File: src/rtl/huff_decoder_pkg.sv
// Shared types and constants for the Huffman decoder.
// Optional feature macro: HUFF_DEC_ERR_EN (adds the sticky ERR state).
package huff_pkg;

  localparam int unsigned NSYM   = 6;
  localparam int unsigned MAXLEN = 7;
  localparam int unsigned SYM_W  = 3;
  localparam int unsigned LEN_W  = 3;

  typedef logic [SYM_W-1:0]  sym_t;
  typedef logic [LEN_W-1:0]  len_t;
  typedef logic [MAXLEN-1:0] code_t;

  typedef struct packed {
    code_t code;
    len_t  len;
  } entry_t;

  typedef enum logic [2:0] {
    StLoad,
    StShift,
    StCheck,
    StEmit,
    StDone
`ifdef HUFF_DEC_ERR_EN
    , StErr
`endif
  } state_e;

  // Ones in the low 'len' bit positions.
  function automatic code_t len_mask(len_t len);
    code_t m;
    m = '0;
    for (int i = 0; i < int'(MAXLEN); i++) begin
      if (i < int'(len)) m[i] = 1'b1;
    end
    return m;
  endfunction

endpackage

File: src/rtl/huff_decoder_if.sv
// Table-load, serial-bit and symbol-output signals of the Huffman decoder.
interface huff_decoder_if;
  import huff_pkg::*;

  logic  tbl_valid;
  sym_t  tbl_idx;
  code_t tbl_code;
  len_t  tbl_len;
  logic  tbl_done;
  logic  bit_valid;
  logic  bit_in;
  logic  bit_last;
  logic  bit_ready;
  logic  sym_valid;
  sym_t  sym_out;
  logic  dec_done;
  logic  err;

  modport master (
    output tbl_valid, tbl_idx, tbl_code, tbl_len, tbl_done, bit_valid, bit_in, bit_last,
    input  bit_ready, sym_valid, sym_out, dec_done, err
  );

  modport slave (
    input  tbl_valid, tbl_idx, tbl_code, tbl_len, tbl_done, bit_valid, bit_in, bit_last,
    output bit_ready, sym_valid, sym_out, dec_done, err
  );
endinterface

File: src/rtl/huff_decoder_match.sv
// Combinational codeword lookup: compares the shift register against every
// table entry of the same length; lowest symbol index wins on ties.
module huff_match
  import huff_pkg::*;
(
  input  code_t                 sr,
  input  len_t                  cnt,
  input  entry_t [NSYM-1:0]     tbl,
  output logic                  hit,
  output sym_t                  idx
);

  // Scan high to low so the lowest matching index is the one left standing.
  always_comb begin
    hit = 1'b0;
    idx = '0;
    for (int i = int'(NSYM) - 1; i >= 0; i--) begin
      if (tbl[i].len != '0 && tbl[i].len == cnt &&
          ((tbl[i].code ^ sr) & len_mask(cnt)) == '0) begin
        hit = 1'b1;
        idx = SYM_W'(i + 1);
      end
    end
  end

endmodule

File: src/rtl/huff_decoder.sv
// Huffman decoder top: loads a code table, then decodes a serial MSB-first
// bitstream into symbol indices, two cycles per bit.
// Optional feature macro: HUFF_DEC_ERR_EN (unmatched stream -> sticky err).
module huff_decoder
  import huff_pkg::*;
(
  input logic           clk,
  input logic           reset,
  huff_decoder_if.slave bus
);

  state_e            state_q, state_d;
  entry_t [NSYM-1:0] tbl_q, tbl_d;
  code_t             sr_q, sr_d;
  len_t              cnt_q, cnt_d;
  logic              last_q, last_d;
  sym_t              sym_q, sym_d;
  logic              hit;
  sym_t              hit_idx;
  sym_t              wr_idx;

  assign wr_idx = bus.tbl_idx - SYM_W'(1);

  huff_match u_match (
    .sr  (sr_q),
    .cnt (cnt_q),
    .tbl (tbl_q),
    .hit (hit),
    .idx (hit_idx)
  );

  // Next-state and datapath updates.
  always_comb begin
    state_d = state_q;
    tbl_d   = tbl_q;
    sr_d    = sr_q;
    cnt_d   = cnt_q;
    last_d  = last_q;
    sym_d   = sym_q;
    case (state_q)
      StLoad: begin
        if (bus.tbl_valid && bus.tbl_idx != '0 && bus.tbl_idx <= SYM_W'(NSYM)) begin
          tbl_d[wr_idx].code = bus.tbl_code;
          tbl_d[wr_idx].len  = bus.tbl_len;
        end
        if (bus.tbl_done) state_d = StShift;
      end
      StShift: begin
        if (bus.bit_valid) begin
          sr_d    = {sr_q[MAXLEN-2:0], bus.bit_in};
          cnt_d   = cnt_q + LEN_W'(1);
          last_d  = bus.bit_last;
          state_d = StCheck;
        end
      end
      StCheck: begin
        if (hit) begin
          sym_d   = hit_idx;
          sr_d    = '0;
          cnt_d   = '0;
          state_d = StEmit;
        end else if (cnt_q < LEN_W'(MAXLEN) && !last_q) begin
          state_d = StShift;
        end else begin
`ifdef HUFF_DEC_ERR_EN
          state_d = StErr;
`else
          // Drop the unmatched bits and carry on.
          sr_d    = '0;
          cnt_d   = '0;
          state_d = last_q ? StDone : StShift;
`endif
        end
      end
      StEmit: begin
        state_d = last_q ? StDone : StShift;
      end
      StDone: begin
        tbl_d   = '0;
        last_d  = 1'b0;
        state_d = StLoad;
      end
`ifdef HUFF_DEC_ERR_EN
      StErr: begin
        state_d = StErr;
      end
`endif
      default: begin
        state_d = StLoad;
      end
    endcase
  end

  // State and datapath registers with synchronous reset.
  always_ff @(posedge clk) begin
    if (reset) begin
      state_q <= StLoad;
      tbl_q   <= '0;
      sr_q    <= '0;
      cnt_q   <= '0;
      last_q  <= 1'b0;
      sym_q   <= '0;
    end else begin
      state_q <= state_d;
      tbl_q   <= tbl_d;
      sr_q    <= sr_d;
      cnt_q   <= cnt_d;
      last_q  <= last_d;
      sym_q   <= sym_d;
    end
  end

  assign bus.bit_ready = (state_q == StShift);
  assign bus.sym_valid = (state_q == StEmit);
  assign bus.dec_done  = (state_q == StDone);
  assign bus.sym_out   = sym_q;
`ifdef HUFF_DEC_ERR_EN
  assign bus.err       = (state_q == StErr);
`else
  assign bus.err       = 1'b0;
`endif

endmodule

File: src/flat_wrapper.sv
// flat-port wrapper written by rule: the top's interface ports become plain ports
module huff_decoder_flat import huff_pkg::*;
  (clk, reset, bus_tbl_valid, bus_tbl_idx, bus_tbl_code, bus_tbl_len, bus_tbl_done, bus_bit_valid, bus_bit_in, bus_bit_last, bus_bit_ready, bus_sym_valid, bus_sym_out, bus_dec_done, bus_err);
  huff_decoder_if bus_i ();
  input logic clk;
  input logic reset;
  input wire logic [$bits(bus_i.tbl_valid)-1:0] bus_tbl_valid;
  input wire logic [$bits(bus_i.tbl_idx)-1:0] bus_tbl_idx;
  input wire logic [$bits(bus_i.tbl_code)-1:0] bus_tbl_code;
  input wire logic [$bits(bus_i.tbl_len)-1:0] bus_tbl_len;
  input wire logic [$bits(bus_i.tbl_done)-1:0] bus_tbl_done;
  input wire logic [$bits(bus_i.bit_valid)-1:0] bus_bit_valid;
  input wire logic [$bits(bus_i.bit_in)-1:0] bus_bit_in;
  input wire logic [$bits(bus_i.bit_last)-1:0] bus_bit_last;
  output wire logic [$bits(bus_i.bit_ready)-1:0] bus_bit_ready;
  output wire logic [$bits(bus_i.sym_valid)-1:0] bus_sym_valid;
  output wire logic [$bits(bus_i.sym_out)-1:0] bus_sym_out;
  output wire logic [$bits(bus_i.dec_done)-1:0] bus_dec_done;
  output wire logic [$bits(bus_i.err)-1:0] bus_err;
  assign bus_i.tbl_valid = bus_tbl_valid;
  assign bus_i.tbl_idx = bus_tbl_idx;
  assign bus_i.tbl_code = bus_tbl_code;
  assign bus_i.tbl_len = bus_tbl_len;
  assign bus_i.tbl_done = bus_tbl_done;
  assign bus_i.bit_valid = bus_bit_valid;
  assign bus_i.bit_in = bus_bit_in;
  assign bus_i.bit_last = bus_bit_last;
  assign bus_bit_ready = bus_i.bit_ready;
  assign bus_sym_valid = bus_i.sym_valid;
  assign bus_sym_out = bus_i.sym_out;
  assign bus_dec_done = bus_i.dec_done;
  assign bus_err = bus_i.err;
  huff_decoder u_core (.clk(clk), .reset(reset), .bus(bus_i));
endmodule
File: config.mk
export PLATFORM = sky130hd
export DESIGN_NAME = huff_decoder_flat
export DESIGN_NICKNAME = d
export VERILOG_FILES = /design/src/rtl/huff_decoder_pkg.sv /design/src/rtl/huff_decoder_if.sv /design/src/rtl/huff_decoder_match.sv /design/src/rtl/huff_decoder.sv /design/src/flat_wrapper.sv
export SDC_FILE = /design/constraint.sdc
export NUM_CORES = 1
export LEC_CHECK = 0
export CORE_MARGIN = 2
export CORE_UTILIZATION = 40
export DETAILED_ROUTE_END_ITERATION = 16
export HOLD_SLACK_MARGIN = 0.12
export SKIP_CTS_REPAIR_TIMING = 1
export SYNTH_ARGS = -nofsm -noshare
export SYNTH_HDL_FRONTEND = slang
export SYNTH_SLANG_ARGS = --single-unit
export TNS_END_PERCENT = 20
File: constraint.sdc
create_clock -name clk -period 3.3 [get_ports clk]
set_clock_uncertainty 0.05 [all_clocks]
set_input_delay 0.495 -clock clk [delete_from_list [all_inputs] [get_ports clk]]
set_output_delay 0.495 -clock clk [all_outputs]
set_load 0.02 [all_outputs]
* Word-level counts from Yosys, hierarchy flattened
Index checks and enable logic that the tools add are counted.
** Word-level totals
- Flip-flop bits (word level) :: 77
- Bits in latches :: 0
- Bits in writable memories :: 0
- Memory bits (read-only) :: 0
- Input port bits :: 20
- Logic and storage cells :: 138
- Memories :: 0
** Cells by class
- Add/subtract/negate cells :: 2
- Multipliers :: 0
- Divide/modulo/power cells :: 0
- $lt $le $gt $ge :: 11
- Equality and inequality tests :: 14
- Shift-type cells :: 0
- Mux-type cells :: 43
- Bitwise logic cells :: 12
- Reduce and logical (&&, ||, !) cells :: 39
** Operator list (number)
- $bwmux W60 :: 2
- $pmux W60 S2 :: 1
- $demux W10 S3 :: 2
- $mux W60 :: 1
- $mux W3 :: 15
- $and A7 B7 Y7 :: 6
- $logic_not A7 Y1 :: 6
- $xor A7 B7 Y7 :: 6
- $mux W7 :: 3
- $reduce_bool A3 Y1 :: 7
- $eq A3 B3 Y1 :: 6
- $logic_and A1 B1 Y1 :: 16
- $mux W1 :: 14
- $pmux W7 S2 :: 1
- $pmux W3 S4 :: 1
- $mux W10 :: 1
- $lt A3 B3 Y1 const A :: 3
- $reduce_and A2 Y1 :: 4
- $eq A3 B2 Y1 const B :: 2
- $lt A1 B3 Y1 const A :: 2
- $lt A2 B3 Y1 const A :: 2
- $pmux W3 S2 :: 1
- $reduce_bool A2 Y1 :: 3
- $lt A3 B4 Y1 const B :: 1
- 14 further kinds :: 15

* Depth between registers and ports, before layout
Gate-level depths: netlist (run 1).
- Depth after elaboration :: 13
- Mapped depth :: 10
- Gate-level depth less buffers :: 9

* By module
Synthesis (run 1) repeated with hierarchy kept, for this count alone.
** Second synthesis, totals
- Cells, all modules :: 453
- Area total of the unflattened synthesis :: 4036.4 um^2
** Modules (own cells, without submodules)
- huff_decoder :: times used 1, cells an instance 314, area an instance 3012.9 um^2, sequential area each 1541.5 um^2
- huff_match :: times used 1, cells an instance 139, area an instance 1023.5 um^2, sequential area each 0.0 um^2

* Worst setup path before layout (run 1)
Ideal clock, no wire load.
- Path kind :: input to register
- Start point :: in bus_tbl_idx[0]
- End point :: reg u_core.tbl_q[20] (netlist name)
- Setup time :: 0.128 ns
- Arrival :: 2.178 ns
- Data required time :: 3.122 ns
- Setup slack :: 0.945 ns
- Stages on the path :: 10
- Path through :: inv_1 -> ha_1 -> inv_1 -> o22ai_1 -> nor4bb_1 -> nand2_1 -> or3_1 -> clkbuf_1 -> mux2i_1 -> nor2_1
** Between the ends
- Longest elaborated chain between the ends :: 8
- Elaborated cells on any way between the ends :: 17
- Classes of those cells :: add/sub (1); order compare (3); eq/ne (1); mux (7); reduce/logical (5)
** Ends and longest elaborated chain
- from (decl) :: line flat_wrapper.sv:8 : input wire logic [$bits(bus_i.tbl_idx)-1:0] bus_tbl_idx;
- $sub A3 B1 Y3 :: line huff_decoder.sv:22 : assign wr_idx = bus.tbl_idx - SYM_W'(1);
- $lt A3 B4 Y1 (implied by the code) or $ge A3 B1 Y1 (tied branches) :: line huff_decoder.sv:44 : tbl_d[wr_idx].len = bus.tbl_len;
- $logic_and A1 B1 Y1 (implied by the code) :: line huff_decoder.sv:44
- $mux W3 (implied by the code) :: line huff_decoder.sv:44
- $demux W10 S3
- $bwmux W60 :: line huff_decoder.sv:44
- $mux W60 :: line huff_decoder.sv:42 : if (bus.tbl_valid && bus.tbl_idx != '0 && bus.tbl_idx <= SYM_W'(NSYM)) begin
- $pmux W60 S2 :: line huff_decoder.sv:40 : case (state_q)
- to (signal assigned) :: line huff_decoder.sv:105 : tbl_q <= tbl_d;
- to (decl) :: line huff_decoder.sv:13 : entry_t [NSYM-1:0] tbl_q, tbl_d;
Parallel ways exist; a longest one is shown, timed or not. The select of a mux whose other input is x is not followed.
A chain may end at the register's enable or synchronous reset.

* Final worst setup path (run 1)
- Start point :: reg u_core.cnt_q[1]
- End point :: reg u_core.sr_q[4]
** Between the ends
- Longest elaborated chain between the ends :: 13
- Elaborated cells on any way between the ends :: 56
- Classes of those cells :: order compare (8); eq/ne (7); mux (15); bitwise (6); reduce/logical (20)
** Ends and longest elaborated chain
- from (decl) :: line huff_decoder.sv:15 : len_t cnt_q, cnt_d;
- from (signal assigned) :: line huff_decoder.sv:107 : cnt_q <= cnt_d;
- $lt A1 B3 Y1 (tied with other cells) :: line huff_decoder_pkg.sv:35 : if (i < int'(len)) m[i] = 1'b1;
- $mux W1 :: line huff_decoder_pkg.sv:35
- $and A7 B7 Y7 :: line huff_decoder_match.sv:19 : ((tbl[i].code ^ sr) & len_mask(cnt)) == '0) begin
- $logic_not A7 Y1 :: line huff_decoder_match.sv:19
- $logic_and A1 B1 Y1 :: line huff_decoder_match.sv:18 : if (tbl[i].len != '0 && tbl[i].len == cnt &&
- $mux W1 (6 in series) :: line huff_decoder_match.sv:18
- $ne A3 B2 Y1 (no source line) or $mux W7 (tied branches)
- $reduce_and A3 Y1 (no source line) or $pmux W7 S2 (tied branches)
- to (signal assigned) :: line huff_decoder.sv:106 : sr_q <= sr_d;
- to (decl) :: line huff_decoder.sv:14 : code_t sr_q, sr_d;
Parallel ways exist; a longest one is shown, timed or not.

==> flow_summary.json, run 1 <==
{
  "wl_mm": 9.69,
  "hold_slack_ns": 0.430,
  "synth_seq_area_share_pct": 39.0,
  "tritoncts": "built",
  "antenna_found_initial": 0,
  "portBuffers": 25,
  "dieArea_sq_um": 10700,
  "grt_setup_unrepaired": "no",
  "ys_warn_count": 0,
  "async_reset_ff_share_pct": 0,
  "period_needed_ns": 2.91,
  "power.total_mw": 1.89,
  "viasPerCell": 5.07,
  "setup_viol_count_final": 0,
  "placementRows": 36,
  "final_common_cell": "dfxtp_1",
  "dr.pass1.iters": 4,
  "start_kind": "register",
  "max_freq_mhz": 344,
  "drv_slew": 0,
  "grt_pass1_vias": 2831,
  "syn_area_sq_um": 3950,
  "worstSetupPathType": "reg2reg",
  "mostFrequentLayoutCells": "77 x dfxtp_1, 72 x nor2_1, 63 x mux2i_1",
  "route.detailed.drc": 0,
  "leakage_nw": 2.10,
  "wl_per_cell_um": 16.6,
  "worstMarginPinSlew_ns": 0.660,
  "irDropWorstVdd_v": 0.000156,
  "clkTransAtPathRegs_ns": 0.08,
  "outcome": "complete, no violations",
  "cts-root-buf": "clkbuf_8",
  "synth.distinct_cells": 49,
  "syn_inst": 427,
  "fp.dieH_um": 103,
  "antenna_left": 0,
  "fin_tns_setup_ns": 0,
  "antenna_cells": 0,
  "cts_buffer_depth": 2,
  "cts-htree-levels": 3,
  "final_util_pct": 46.6,
  "grt_pass1_wl_mm": 15.1,
  "gp_congestion": 0.899,
  "drive_above_1_share_pct": 8.63,
  "hp-class": "reg2reg",
  "start_util_pct": 40.8,
  "clkLatencyLatePin_ns": 0.36,
  "core_area_sq_um": 9680,
  "post_dp_cell_area_sq_um": 4320,
  "synth-edff-count": 0,
  "finalHoldViolCount": 0,
  "synthFlopType": "dfxtp_1",
  "power_density_nw_per_um2": 420,
  "dpl.hpwl_mm": 6.91,
  "endpoint_kind": "register",
  "syn-num-nets": 451,
  "io-pin-count": 27,
  "design_area_sq_um": 4510,
  "grt_start_max_net_pins": 32,
  "grtUsageTotal_pct": 19.2,
  "vias": 2966,
  "fin_crit_sh_pct": 88.2,
  "synth-seq-cells": 77,
  "syn_to_final_growth_pct": 14.3,
  "nNetsFinal": 471,
  "relSlewSlack_pct": 56.0,
  "grt-ovfl-total": 0,
  "critPathArrivalTime_ns": 3.16,
  "required_ns": 3.54,
  "cts_buffers": 9,
  "path_max_fanout": 13,
  "drv_cap": 0,
  "avgSynthCellArea_sq_um": 9.25,
  "fp.dieW_um": 103,
  "cts.sinks": 77,
  "drt_iter0_drc": 218
}
==> path summary, 6_finish.rpt <==
path	start	endpoint	slack (ns)	cells after the start
setup reg to reg	u_core.cnt_q[1]	u_core.sr_q[4]	0.39	8
hold / removal	u_core.bus.sym_out[0]	u_core.bus.sym_out[0]	0.43	2
setup / recovery	u_core.cnt_q[1]	u_core.sr_q[4]	0.39	8
hold reg to reg	u_core.bus.sym_out[0]	u_core.bus.sym_out[0]	0.43	2
==> flip-flops by register name, indices dropped and copies added (netlist names) <==
register            cells
u_core.tbl_q           60
u_core.state_q          3
u_core.last_q           1
u_core.cnt_q            3
u_core.sr_q             7
u_core.bus.sym_out      3
==> metrics by stage <==
stage	setup WS, ns	instances
floorplan	0.945	427
global placement	0.326	569
detailed placement	0.231	569
CTS	0.437	585
global route	0.247	585
finish	0.390	585
==> cells in the mapped netlist, drive strengths merged, types with 2 or more instances <==
master   count  share of area, %
a2bb2oi      2              0.44
xor2        53                12
nor2        76               7.5
a222oi       3              0.76
a22oi        5              0.95
o22ai        6              0.95
nor2b        4              0.63
clkbuf      10              0.95
or2          9               1.4
a211oi       8               1.5
or3          6              0.95
xnor2        2              0.44
buf         19               3.0
o21ai        5              0.63
ha           4               1.3
and3         3              0.48
a21oi        9               1.1
mux2i       63                16
o21a         2              0.38
a21o         2              0.38
inv          5              0.48
nor3         6              0.76
nand2b       4              0.63
nand4        3              0.48
a22o         8               1.8
dfxtp       77                39
nand2       15               1.4
and2         4              0.63
==> layer usage <==
layer	track usage (%)	vias up	wire length, um
li1	-	1496	-
met1	25.2	1378	4670
met2	30.4	74	4350
met3	4.91	18	401
met4	7.59	0	264
met5	0	-	0
==> cells by family after synthesis <==
kind of cell / after synthesis / synth area share, %
and+or+nand+nor: 137 / 16.3
DFF: 77 / 39.0
muxes: 64 / 16.2
AOI/OAI and AO/OA: 55 / 10.4
xor gates and xnor gates: 55 / 12.2
buffers and inverters: 34 / 4.43
adders and majority gates: 4 / 1.27
other: 1 / 0.0949
==> critical path: stages (launching register included) <==
cell and delay, ns:
dfxtp_1 0.66, buf_4 0.26, inv_1 0.06, o21ai_0 0.41, o22ai_1 0.18, or3b_1 0.49
o41ai_4 0.34, buf_4 0.21, a22o_1 0.17
==> where the power goes <==
part           switching [mW]  total [mW]  internal [mW]
Combinational           0.115       0.209         0.0933
Clock                   0.350       0.719          0.368
Sequential             0.0204       0.966          0.946
Total                   0.486        1.89           1.41
==> cell type report <==
| type | count | area, sq um |
|---|---|---|
| Fill cell | 938 | 5170 |
| Multi-Input combinational cell | 316 | 2230 |
| Sequential cell | 77 | 1540 |
| Timing Repair Buffer | 38 | 360 |
| Tap cell | 133 | 166 |
| Clock buffer | 12 | 145 |
| Clock inverter | 4 | 47.5 |
| Inverter | 5 | 18.8 |
Power figures use the tool's default switching activity.
==> run 2, diff against run 1 <==
CELL_PAD_IN_SITES_DETAIL_PLACEMENT = 1   (was not set)
CELL_PAD_IN_SITES_GLOBAL_PLACEMENT = 2   (was not set)
CORE_UTILIZATION = 37   (was 40)
HOLD_SLACK_MARGIN = not set   (was 0.12)
PLACE_DENSITY_LB_ADDON = 0.1   (was not set)
==> run 2 against run 1 <==
Compared with the run above: global-route usage increased by 1.4 points; clock power is 6.1% lower; critical endpoint is now u_core.sr_q[3]; maximum frequency decreased by 6.8%; combinational power barely moved; count of clock-buffer cells in the layout grew 1; register-to-register slack lost 0.21 ns; first-iteration DRC count fell by 19%; largest power group unchanged; sequential power about the same; cell count is 0.17% lower; total power shrank 2.3%.
==> flow_summary.json, run 2 (synthesized netlist as in run 1, its figures left out) <==
{
  "outcome": "complete, no violations",
  "vias": 3001,
  "hold_path_depth": 2,
  "grt_pass1_wl_mm": 17.7,
  "clkTransAtPathRegs_ns": 0.08,
  "power.total_mw": 1.85,
  "reg2reg_to": "u_core.sr_q[3]",
  "path_max_fanout": 14,
  "worstSetupPathType": "reg2reg",
  "grt_start_max_net_pins": 45,
  "gp_congestion": 0.789,
  "portBuffers": 25,
  "syn_to_final_growth_pct": 13.0,
  "nFillCells": 1215,
  "wl_mm": 11.1,
  "hp-start": "u_core.bus.sym_out[0]",
  "cp_slowest_cell": "o41ai_4",
  "drt_iter0_drc": 177,
  "start_util_pct": 38.3,
  "antenna_left": 0,
  "r2r_setup_slack_ns": 0.18,
  "r2r_cells": 7,
  "max_stage_delay_ns": 0.71,
  "grt_setup_unrepaired": "no",
  "antenna_found_initial": 0,
  "cts-root-buf": "clkbuf_8",
  "top_register": "u_core.tbl_q",
  "grtUsageTotal_pct": 20.7,
  "cts.sinks": 77,
  "io-pin-count": 27,
  "drive_above_1_share_pct": 7.37,
  "final_common_cell": "dfxtp_1",
  "dp_cells": 569,
  "tritoncts": "built",
  "fp.dieW_um": 107,
  "max_freq_mhz": 320,
  "dpl.hpwl_mm": 7.94,
  "leakage_nw": 2.07,
  "route.detailed.drc": 0,
  "hold_slack_ns": 0.432,
  "viasPerCell": 5.14,
  "drv_slew": 0,
  "critPathArrivalTime_ns": 3.37,
  "grt_pass1_vias": 3113,
  "placementRows": 37,
  "power_density_nw_per_um2": 415,
  "fin_tns_setup_ns": 0,
  "fin_crit_sh_pct": 94.6,
  "antenna_cells": 0,
  "wl_per_cell_um": 19.0,
  "nNetsFinal": 468,
  "mostFrequentLayoutCells": "77 x dfxtp_1, 72 x nor2_1, 63 x mux2i_1",
  "cp_cell_sequence": "and3_1 > a222oi_1 > nand3_1 > o22ai_1 > or3b_1 > o41ai_4 > a22o_1",
  "layoutNonFillerInstCount": 584,
  "setup_viol_count_final": 0,
  "cts_buffer_depth": 2,
  "cts-htree-levels": 3,
  "fp.dieH_um": 107,
  "worstSetupStartpoint": "u_core.cnt_q[1]",
  "hp-class": "reg2reg",
  "dr.pass1.iters": 4,
  "endpoint_kind": "register",
  "start_kind": "register",
  "core_area_sq_um": 10300,
  "clkLatencyLatePin_ns": 0.36,
  "drv_cap": 0,
  "reg.largest.list": "u_core.tbl_q x60, u_core.sr_q x7",
  "largest_reg_flops": 60,
  "grt-ovfl-total": 0,
  "irDropWorstVdd_v": 0.000232,
  "reg2reg_from": "u_core.cnt_q[1]",
  "cts_buffers": 9,
  "dieArea_sq_um": 11500,
  "whs_endpoint": "u_core.bus.sym_out[0]",
  "worstMarginPinSlew_ns": 0.947,
  "required_ns": 3.55,
  "relSlewSlack_pct": 36.9,
  "finalHoldViolCount": 0,
  "period_needed_ns": 3.12
}
-- run 2: worst max path at each step --
stage / endpoint / slack (ns) / cells after the start
after detailed placement: u_core.tbl_q[22] / 0.14 / 10
after global placement: u_core.tbl_q[22] / 0.25 / 10
after floorplan: u_core.tbl_q[20] / 0.94 / 10
after CTS: u_core.sr_q[3] / 0.19 / 7
after global routing: u_core.sr_q[0] / 0.03 / 7
final: u_core.sr_q[3] / 0.18 / 7
-- run 2: per-layer routing --
metal | GRT usage, % | vias to the layer above | share of wire [%]
met5 | 0 | - | 0
met1 | 26.9 | 1453 | 48
met3 | 4.60 | 14 | 3.5
li1 | - | 1488 | -
met4 | 7.33 | 0 | 1.8
met2 | 33.6 | 46 | 47
-- run 2: stage by stage --
step	worst slack [ns]	cell area [sq um]	util, %
floorplan	0.945	3950	-
global placement	0.253	4290	41.5
detailed placement	0.139	4290	41.5
CTS	0.189	4460	43.2
global route	0.0288	4460	43.2
finish	0.179	4460	43.2
-- run 2: area by class of cell --
cell class / instances / area [sq um] / area share, %
Clock inverter: 2 / 35.0 / 0.785
Inverter: 5 / 18.8 / 0.421
Tap cell: 136 / 170 / 3.81
Multi-Input combinational cell: 316 / 2230 / 50.0
Timing Repair Buffer: 35 / 325 / 7.29
Sequential cell: 77 / 1540 / 34.5
Clock buffer: 13 / 139 / 3.11
-- run 2: worst max-delay path, delay by kind of cell (launching register included) --
kind	cells	cell delay, ns
compound gates	4	1.24
flops	1	0.69
simple gates	3	1.08
-- run 2: power breakdown --
part | leakage (nW) | switching, mW | internal, mW
sequential | 0.622 | 0.0217 | 0.946
clock | 0.0875 | 0.330 | 0.346
combinational | 1.36 | 0.119 | 0.0887
total | 2.07 | 0.470 | 1.38
==> run 3, diff against run 2 <==
CTS_CLUSTER_DIAMETER = 40   (was not set)
SYNTH_HIERARCHICAL = 1   (was not set)
==> run 3 against run 2 <==
Compared with the run above: maximum frequency up 3.1%; global-route usage is 1.2 points higher; worst setup slack better by 0.094 ns; critical path depth is 3 higher; synthesized cell count is 6.1% higher; sequential share of layout area down 1.2 points; via count increased by 7.2%; core utilization is 0.078 points lower; area after synthesis grew 2.2%; register-to-register slack better by 0.09 ns; hold slack worse by 0.0087 ns; highest routed layer unchanged; cell area is 3.9% higher.
==> flow_summary.json, run 3 <==
{
  "final_common_cell": "nand2_1",
  "fin_crit_sh_pct": 91.7,
  "wl_met3_um": 269,
  "synth_seq_area_share_pct": 38.2,
  "grt_pass1_vias": 3418,
  "dpl.hpwl_mm": 8.81,
  "viasPerCell": 5.23,
  "synth-seq-cells": 77,
  "nFillCells": 1302,
  "cp_cell_sequence": "a21o_1 > a222oi_1 > and3_1 > a22oi_1 > nor3b_1 > nand3b_1 > nor2_1 > and3_1 > o21ai_0 > a21oi_1",
  "max_freq_mhz": 330,
  "io-pin-count": 27,
  "finalHoldViolCount": 0,
  "fp.dieH_um": 108,
  "vias": 3218,
  "nNetsFinal": 494,
  "worstSetupPathType": "reg2reg",
  "route.detailed.drc": 0,
  "drt_iter0_drc": 176,
  "dr.pass1.iters": 4,
  "drive_above_1_share_pct": 8.63,
  "gp_congestion": 0.849,
  "synth-edff-count": 0,
  "portBuffers": 25,
  "antenna_found_initial": 0,
  "mostFrequentLayoutCells": "88 x nand2_1, 75 x dfxtp_1, 67 x mux2i_1",
  "drv_cap": 0,
  "relSlewSlack_pct": 44.0,
  "largest_reg_flops": 60,
  "syn-num-nets": 477,
  "cts_buffer_depth": 2,
  "power_density_nw_per_um2": 446,
  "cp_slowest_cell": "dfxtp_1",
  "synthFlopType": "dfxtp_1",
  "register_area_sq_um": 1540,
  "antenna_left": 0,
  "yosysMostFrequentCell": "nand2_1",
  "dp_cells": 599,
  "endpoint_kind": "register",
  "top_register": "u_core/tbl_q",
  "wl_mm": 11.9,
  "dieArea_sq_um": 11800,
  "grtUsageTotal_pct": 21.8,
  "irDropWorstVdd_v": 0.000271,
  "top_layer": "met4",
  "setup_viol_count_final": 0,
  "wl_met2_mm": 5.56,
  "cts.sinks": 77,
  "multiInputGateArea_sq_um": 2330,
  "critPathArrivalTime_ns": 3.26,
  "cts_buffers": 9,
  "layoutNonFillerInstCount": 615,
  "hp-class": "reg2reg",
  "max_stage_delay_ns": 0.69,
  "antenna_cells": 0,
  "start_util_pct": 37.6,
  "drv_slew": 0,
  "placementRows": 38,
  "async_reset_ff_share_pct": 0,
  "outcome": "complete, no violations",
  "clkTransAtPathRegs_ns": 0.08,
  "path_max_fanout": 14,
  "tritoncts": "built",
  "grt_setup_unrepaired": "no",
  "fp.dieW_um": 108,
  "synth_area_leaders": "dfxtp_1 38%, mux2i_1 17%, xor2_1 9.3%",
  "required_ns": 3.53,
  "avgSynthCellArea_sq_um": 8.91,
  "yosysTopAreaCellShare_pct": 38.2,
  "wl_met1_mm": 5.85,
  "clkLatencyLatePin_ns": 0.36,
  "start_kind": "register",
  "cts-htree-levels": 3,
  "core_area_sq_um": 10700,
  "synth_area_leader_cell": "dfxtp_1",
  "fin_tns_setup_ns": 0,
  "grt_start_max_net_pins": 34,
  "reg.largest.list": "u_core/tbl_q x60, u_core/sr_q x7",
  "hold_slack_ns": 0.424,
  "synth.distinct_cells": 52,
  "wl_per_cell_um": 19.3,
  "cts-root-buf": "clkbuf_8",
  "yosys-top-cells-count": "88 x nand2_1, 77 x dfxtp_1, 67 x mux2i_1, 43 x xor2_1, 22 x a21oi_1",
  "period_needed_ns": 3.03,
  "syn_to_final_growth_pct": 14.9,
  "syn_area_sq_um": 4040,
  "syn_inst": 453,
  "ys_warn_count": 6,
  "grt-ovfl-total": 0,
  "worst_path_most_repeated_cell": "and3_1",
  "leakage_nw": 2.17,
  "grt_pass1_wl_mm": 19.1,
  "worstMarginPinSlew_ns": 0.840
}
==> run 3: changes by cell type in the layout (fill, tap and decap cells not counted), moves of 4 or more <==
cell,delta
nand2_1,+73
xnor2_1,+9
a22oi_1,-4
mux2i_1,+4
or2_2,-7
nor2_1,-58
a22o_1,-8
nor2_2,-4
a211oi_1,-4
xor2_1,-10
buf_4,+4
a21oi_1,+13
clkbuf_1,-4
o21ai_0,+11
==> run 3: layer usage <==
| layer | GRT usage [%] | up-vias |
|---|---|---|
| li1 | - | 1582 |
| met1 | 29.3 | 1583 |
| met2 | 36.0 | 43 |
| met3 | 3.62 | 10 |
| met4 | 6.41 | 0 |
| met5 | 0 | - |
==> run 3: layout make-up <==
| cell class | instances | share of cell area (%) |
|---|---|---|
| clock buffers | 9 | 2.67 |
| clock inverters | 7 | 1.94 |
| inverters | 6 | 0.486 |
| multi-input cells | 337 | 50.2 |
| flip-flops and latches | 77 | 33.3 |
| well taps | 140 | 3.78 |
| repair buffers | 39 | 7.66 |
==> run 3: report_power, final <==
part	switching, mW	internal, mW
logic	0.171	0.121
registers	0.0330	0.952
clock network	0.367	0.422
total	0.571	1.49
==> run 3: path summary, 6_finish.rpt <==
path                    start               end  slack (ns)  cells after the start
max           u_core/cnt_q[2]    u_core/sr_q[6]        0.27                     10
min reg2reg  u_core/tbl_q[33]  u_core/tbl_q[33]        0.42                      2
min          u_core/tbl_q[33]  u_core/tbl_q[33]        0.42                      2
max reg2reg   u_core/cnt_q[2]    u_core/sr_q[6]        0.27                     10
==> run 3: logic make-up (layout without fill, tap and decap cells) <==
kind of cell,after synthesis,count (layout),synth area share (%)
flops,77,77,38.2
xor+xnor,54,54,11.7
simple gates,143,143,16.5
buf+inv,39,61,4.53
compound gates,68,68,11.2
fa+ha+maj,4,4,1.24
other cells,1,1,0.0929
mux,67,67,16.6
==> run 3: worst max-delay path, delay by kind of cell, from the launching register on <==
kind / cells / cell delay [ns]
flops: 1 / 0.69
compound gates: 5 / 0.94
simple gates: 5 / 1.26
==> run 3: per-stage QoR <==
step	setup WS, ns	total power [mW]	area [sq um]	util, %
CTS	0.244	2.10	4630	43.1
finish	0.273	2.07	4640	43.2
global route	0.00286	2.17	4640	43.2
floorplan	0.866	1.19	4040	-
detailed placement	0.300	1.30	4420	41.1
global placement	0.432	1.29	4420	41.1
